===== src/rtl/branch_predictor.sv =====
// branch_predictor
// Table of saturating counters indexed by PC (bimodal) or PC XOR global
// history (gshare). Lookups return a registered prediction one cycle later;
// resolved branches train the table, shift the history and bump statistics.
module branch_predictor #(
   parameter int ENTRIES   = 64,
   parameter int CNT_BITS  = 2,
   parameter int MODE      = 0,
   parameter int HIST_BITS = 6
) (
   input  logic                 clk,
   input  logic                 rst,
   input  logic                 lookup_valid,
   input  logic [31:0]          lookup_pc,
   output logic                 pred_valid,
   output logic                 pred_taken,
   output logic [HIST_BITS-1:0] pred_hist,
   input  logic                 upd_valid,
   input  logic [31:0]          upd_pc,
   input  logic                 upd_taken,
   input  logic                 upd_pred,
   input  logic [HIST_BITS-1:0] upd_hist,
   output logic [HIST_BITS-1:0] ghr,
   output logic [31:0]          stat_branches,
   output logic [31:0]          stat_mispredicts
);

   localparam int IW = $clog2(ENTRIES);

   typedef logic [IW-1:0]        idx_t;
   typedef logic [CNT_BITS-1:0]  cnt_t;
   typedef logic [HIST_BITS-1:0] hist_t;

   localparam cnt_t CNT_MAX  = {CNT_BITS{1'b1}};
   // Weakly not-taken: MSB clear, all lower bits set.
   localparam cnt_t CNT_INIT = {1'b0, {(CNT_BITS-1){1'b1}}};

   // Saturating up/down step of one counter.
   function automatic cnt_t sat_step(input cnt_t c, input logic taken);
      cnt_t r;
      r = c;
      if (taken) begin
         if (c != CNT_MAX) r = c + 1'b1;
      end else begin
         if (c != '0) r = c - 1'b1;
      end
      return r;
   endfunction

   // Statistics counters stick at all-ones instead of wrapping.
   function automatic logic [31:0] sat_inc32(input logic [31:0] v);
      return (v == 32'hFFFF_FFFF) ? v : v + 32'd1;
   endfunction

   // Table index: word index of the PC, optionally hashed with history.
   function automatic idx_t make_idx(input idx_t pc_idx, input hist_t h);
      idx_t hx;
      hx = (MODE != 0) ? idx_t'(h) : '0;
      return pc_idx ^ hx;
   endfunction

   // State
   cnt_t        cnt_q [ENTRIES];
   cnt_t        cnt_d [ENTRIES];
   hist_t       ghr_q, ghr_d;
   logic [31:0] br_q, br_d;
   logic [31:0] mis_q, mis_d;
   logic        pred_valid_q, pred_valid_d;
   logic        pred_taken_q, pred_taken_d;
   hist_t       pred_hist_q, pred_hist_d;

   // Combinational helpers
   idx_t lk_idx;
   idx_t up_idx;
   cnt_t up_new;
   cnt_t lk_cnt;

   // Only the word-index bits of the PCs participate in indexing.
   logic unused_pc_bits;
   assign unused_pc_bits = ^{lookup_pc[31:IW+2], lookup_pc[1:0],
                             upd_pc[31:IW+2], upd_pc[1:0]};

   // Index generation, counter training value and write-first read of the table.
   always_comb begin
      lk_idx = make_idx(lookup_pc[IW+1:2], ghr_q);
      up_idx = make_idx(upd_pc[IW+1:2], upd_hist);
      up_new = sat_step(cnt_q[up_idx], upd_taken);
      lk_cnt = cnt_q[lk_idx];
      if (upd_valid && (up_idx == lk_idx)) begin
         lk_cnt = up_new;
      end
   end

   // Next-state for table, history, statistics and the prediction register.
   always_comb begin
      cnt_d        = cnt_q;
      ghr_d        = ghr_q;
      br_d         = br_q;
      mis_d        = mis_q;
      pred_valid_d = lookup_valid;
      pred_taken_d = lookup_valid & lk_cnt[CNT_BITS-1];
      pred_hist_d  = lookup_valid ? ghr_q : '0;
      if (upd_valid) begin
         cnt_d[up_idx] = up_new;
         ghr_d         = hist_t'({ghr_q, upd_taken});
         br_d          = sat_inc32(br_q);
         if (upd_pred != upd_taken) begin
            mis_d = sat_inc32(mis_q);
         end
      end
   end

   // Register all state; reset wins over any lookup or update in the same cycle.
   always_ff @(posedge clk) begin
      if (rst) begin
         for (int i = 0; i < ENTRIES; i++) begin
            cnt_q[i] <= CNT_INIT;
         end
         ghr_q        <= '0;
         br_q         <= '0;
         mis_q        <= '0;
         pred_valid_q <= 1'b0;
         pred_taken_q <= 1'b0;
         pred_hist_q  <= '0;
      end else begin
         cnt_q        <= cnt_d;
         ghr_q        <= ghr_d;
         br_q         <= br_d;
         mis_q        <= mis_d;
         pred_valid_q <= pred_valid_d;
         pred_taken_q <= pred_taken_d;
         pred_hist_q  <= pred_hist_d;
      end
   end

   assign pred_valid       = pred_valid_q;
   assign pred_taken       = pred_taken_q;
   assign pred_hist        = pred_hist_q;
   assign ghr              = ghr_q;
   assign stat_branches    = br_q;
   assign stat_mispredicts = mis_q;

endmodule

===== config.mk =====
export PLATFORM = sky130hd
export DESIGN_NAME = branch_predictor
export DESIGN_NICKNAME = d
export VERILOG_FILES = /design/src/rtl/branch_predictor.sv
export SDC_FILE = /design/constraint.sdc
export NUM_CORES = 1
export LEC_CHECK = 0
export ABC_AREA = 1
export CAP_MARGIN = 20
export CORE_MARGIN = 2
export CORE_UTILIZATION = 55
export DETAILED_ROUTE_END_ITERATION = 8
export PLACE_DENSITY_LB_ADDON = 0.12
export SYNTH_ARGS = -nofsm -noshare
export SYNTH_HDL_FRONTEND = slang
export SYNTH_SLANG_ARGS = --single-unit
export TNS_END_PERCENT = 10

===== constraint.sdc =====
create_clock -name clk -period 4.2 [get_ports clk]
set_input_delay 0.42 -clock clk [delete_from_list [all_inputs] [get_ports clk]]
set_output_delay 0.42 -clock clk [all_outputs]
set_load 0.01 [all_outputs]

# Word-level counts from Yosys, hierarchy flattened
# Cells that the tools add are included.
classes:
  addsub: 4
  magnitude_cmp: 3
  n_eq_ne: 5
  muxes: 13
  n_bitwise: 6
  reduce_logical: 6
ops:
  columns: ["operator", "n"]
  rows:
  - ["bitwise mux 128 bit", 1]
  - ["adder 32 x 1 -> 32 bit (second input constant)", 2]
  - ["equality test 32 bit (second input constant)", 2]
  - ["binary-select mux 2 bit (select 6 bit)", 2]
  - ["2-to-1 mux 2 bit", 9]
  - [">= comparator 7 bit (second input constant)", 2]
  - ["inverter 6 -> 7 bit", 2]
  - ["demux 2 bit (select 6 bit)", 1]
  - ["less-than comparator 7 x 1 -> 1 bit (second input constant)", 1]
  - ["equality test 6 bit", 1]
  - ["inverter 1 bit", 3]
  - ["AND reduction 3 bit", 1]
  - ["adder 2 x 1 -> 2 bit (second input constant)", 1]
  - ["logical AND 1 bit", 2]
  - ["inequality test 2 bit (second input constant)", 1]
  - ["AND reduction 2 bit", 1]
  - ["nonzero test 2 bit", 1]
  - ["OR reduction 2 bit", 1]
  - ["subtractor 2 x 1 -> 2 bit (second input constant)", 1]
  - ["bitwise AND 1 bit", 1]
  - ["inequality test 1 bit", 1]
word_totals:
  register_bits: 206
  elab_cells: 107

# Logic depth before layout (Yosys ltp)
depth:
  ltp_word: 9
  depth_mapped: 18
  mapped_depth_nobuf: 16

# Worst setup path before layout
# OpenSTA, ideal clock, no wires.
synth_path:
  path_kind: "input -> register"
  start: "in upd_pc[2]"
  end: "reg cnt_q[29] (netlist bit)"
  setup_time_ps: 123
  arrival_time_ps: 1804
  required_time_ps: 4077
  path_slack_ps: 2273
  stages: 14
  n_path_buf: 4
  path_cell_list: "buf_4 buf_2 o211ai_1 nand2_1 o21ai_1 nand2_1 nor2_1 nand2_1 nand2_1 nand2_1 nand2_1 buf_4 buf_6 a21oi_1"
synth_between:
  elab_chain_cells: 8
  elab_cells_between_ends: 17
synth_rtl:
  columns: ["element", "line", "rtl"]
  rows:
  - ["start: declaration", "19", "input logic [31:0] upd_pc,"]
  - ["inverter 6 -> 7 bit (implied by the code) (*)", "87, 104", null]
  - ["binary-select mux 2 bit (select 6 bit)", "87", "up_new = sat_step(cnt_q[up_idx], upd_taken);"]
  - ["2-to-1 mux 2 bit (implied by the code) (2 in a row)", "87", null]
  - ["subtractor 2 x 1 -> 2 bit, or another cell as far along", "45", "if (c != '0) r = c - 1'b1;"]
  - ["2-to-1 mux 2 bit (on tied branches)", "45, 43", null]
  - ["2-to-1 mux 2 bit", "42", "if (taken) begin"]
  - ["bitwise mux 128 bit (*)", "104", "cnt_d[up_idx] = up_new;"]
  - ["end signal: assignment", "126", "cnt_q <= cnt_d;"]
  - ["end: declaration", "63", "cnt_t cnt_q [ENTRIES];"]
# Every way passes the cells marked *; elsewhere a longest branch is shown, timed or not. The select of a mux whose other input is x is not followed.
# A chain may end at the register's enable or synchronous reset.

# Final worst setup path
layout_path:
  start: "in upd_pc[4]"
  end: "reg cnt_q[34] (netlist bit)"
# Same word-level chain as after synthesis.

==> results.yml <==
timing:
  fin_crit_sh_pct: 69.1
  hold_violations: 0
  worstMarginPinSlew_ns: 0.993
  finClkSkew_ns: 0.0192
  rsz0062_at_grt: "false"
  slew_violations: 0
  worst_slew_margin_rel_pct: 33.8
  setup_viol: 0
  worst_slack_ns: 1.30
  setup_tns_ns: 0
  fmax_ghz: 0.345
  period_minus_slack_ns: 2.90
power_and_ir_drop:
  p_leak_uw: 0.00550
  p_comb_share_pct: 9.9
  power_uw: 4530
  p_sw_share_pct: 25.0
  p_seq_share_pct: 43.8
  intPower_uw: 3400
  cellPowerDensity_nw_per_um2: 349
  p_clk_share_pct: 46.2
  irDropWorstVdd_mv: 0.292
  p_sw_uw: 1130
die:
  fp.dieW_um: 146
  initial_core_util_pct: 56.5
  top_level_ports: 154
  rows: 51
  die_area_um2: 21300
  die_h_um: 146
  core_um2: 19700
setup_path:
  required_ns: 4.66
  cp.arrival_ns: 3.36
  crit_end: "cnt_q[34]"
  end_kind: "register"
  r2r_cells: 11
  rrSetupSlack_ns: 1.45
  critPathKind: "primary input to register"
  path_max_fanout: 24
  timing.rr.end: "stat_mispredicts[8]"
  startpoint: "upd_pc[4]"
  r2r-start: "stat_mispredicts[2]"
  cp-start-kind: "primary input"
cts:
  cts_hold_buf: 0
  cts_resized: 0
  cts_sinks: 206
  cts_tree: "done"
  post_cts_buffers: 0
  cts.reportedPaths.clkPinSlew_ns: 0.06
  cts_buffers: 23
  clkLatencyLatePin_ns: 0.52
  cts_buffer_depth: 3
  htree_levels: 1
  cts_root_buf: "clkbuf_16"
worst_hold_path:
  hp-class: "primary input to register"
synth:
  avgSynthCellArea_um2: 6.13
  synth.top_cell.area_share_pct: 37.2
  synth.ff_latch_count: 206
  yosysUniqueCellTypes: 40
  synth-edff-count: 0
  ys_seq_area_share_pct: 37.2
  syn-num-nets: 1889
  synth_most_common_cell: "nand2_1"
  synthTopCellsByCount: "nand2_1, nor2_1, dfxtp_1"
  synth.cell_area_um2: 11100
  postSynthCellCount: 1811
  synthTopCellsByArea: "dfxtp_1, nand2_1, nor2_1, a21oi_1, inv_1"
  synth_top_area_cell: "dfxtp_1"
  async_reset_ff_share_pct: 0
  synth_ff_type: "dfxtp_1"
  ys_warn_count: 0
placement:
  place_inst: 2112
  portBuffers: 95
  dpl.hpwl_um: 20900
  place_area_um2: 12200
  pre_cts_ws_ns: 0.895
  place_congestion: 0.918
global_routing:
  grtUsageMet2_pct: 50.1
  grt_start_max_net_pins: 102
  grt_pass1_vias: 10760
  grt.total_usage_pct: 29.1
  grt_util_met3_pct: 4.38
  gr-total-overflow: 0
  busiest_layer: "met2"
  use_met1_pct: 37.7
  grt_pass1_wl_um: 52200
  antenna_found_initial: 0
routing:
  antenna_left: 0
  num_vias: 11685
  avgRoutedWirePerCell_um: 14.8
  dr.pass1.iters: 6
  drt_iter0_drc: 820
  drc: 0
  via_per_inst: 5.43
  routed_wl_um: 32000
layout:
  nFillCells: 1917
  fin_area_um2: 13000
  multi_input_area_um2: 5880
  seqCellArea_um2: 4120
  n_antenna_cell: 0
  area_growth_pct: 16.9
  nNetsFinal: 1951
  final_cells: 2153
  layout-drive-gt1-share_pct: 3.92
job:
  cap_violations: 0
status:
  status: "finished clean"
## state kept, by name, summed over array words and instances, names as in the netlist
signal and cells:
cnt_q 128, ghr 6, pred_hist 6, pred_taken 1, pred_valid 1, stat_branches 32, stat_mispredicts 32
## cell type report
type,count,share of cell area (%)
Clock inverter,8,0.907
Clock buffer,32,5.16
Inverter,190,5.50
Multi-Input combinational cell,1339,45.3
Timing Repair Buffer,113,8.76
Sequential cell,206,31.8
Tap cell,265,2.56
## cells in the final DEF (no fill, tap or decap), types with 8 or more instances in the layout
cell             count
nand2_1            619
clkbuf_16           23
o21ai_0            112
a21oi_1            144
nor2_1             236
o21ai_1             13
nor3_1              38
buf_4               15
xor2_1              19
nand4_1             24
dfxtp_1            206
nand3_1             77
clkdlybuf4s50_1     93
inv_1              185
xnor2_1              8
## worst min path at each step
stage                                      end  startpoint  cells past startpoint
after global placement            pred_hist[5]      ghr[5]                      2
after CTS                         pred_hist[5]      ghr[5]                      2
final                     stat_mispredicts[24]         rst                      3
after detailed placement          pred_hist[5]      ghr[5]                      2
after floorplan                     cnt_q[112]  cnt_q[112]                      2
after global routing      stat_mispredicts[22]         rst                      3
## worst max-delay path, cell delays in order
cell             delay [ns]
clkdlybuf4s50_1        0.69
buf_4                  0.31
nor2_1                 0.42
o211ai_1               0.16
nand2_1                0.10
o21ai_1                0.08
nand2_1                0.10
nor2_1                 0.05
nand3_1                0.11
nand2_1                0.08
nand2_2                0.43
buf_12                 0.25
nand2_1                0.07
nand2_1                0.06
## layer usage
layer	part of all wire [%]	vias up	wire [µm]
li1	-	5845	-
met1	43	5308	13700
met2	46	451	14700
met3	7.8	81	2490
met4	3.2	0	1020
met5	0	-	0
## kinds of logic (layout without fill, tap and decap cells)
family	count (synthesis)	in the layout	synth area share, %
AND/OR/NAND/NOR	1021	1021	37.1
AO/OA/AOI/OAI	289	289	13.5
buffers and inverters	266	343	9.87
flip-flops	206	206	37.2
XOR/XNOR	27	27	2.13
adder cells (fa/ha/maj)	2	2	0.225
## metrics by stage
stage	hold slack, ns	util (%)
6_report	0.385	66.0
3_3_place_gp	0.430	61.9
5_1_grt	0.394	66.0
2_1_floorplan	0.440	-
4_1_cts	0.444	65.9
3_5_place_dp	0.436	61.9
## power groups by stage
stage          Clock, µW  Combinational, µW  Sequential (µW)
2_1_floorplan          0                293             2030
3_3_place_gp           0                435             2030
3_5_place_dp           0                439             2030
4_1_cts             2120                440             1990
5_1_grt             2200                491             1990
6_report            2090                450             1990
Power figures use the tool's default switching activity.
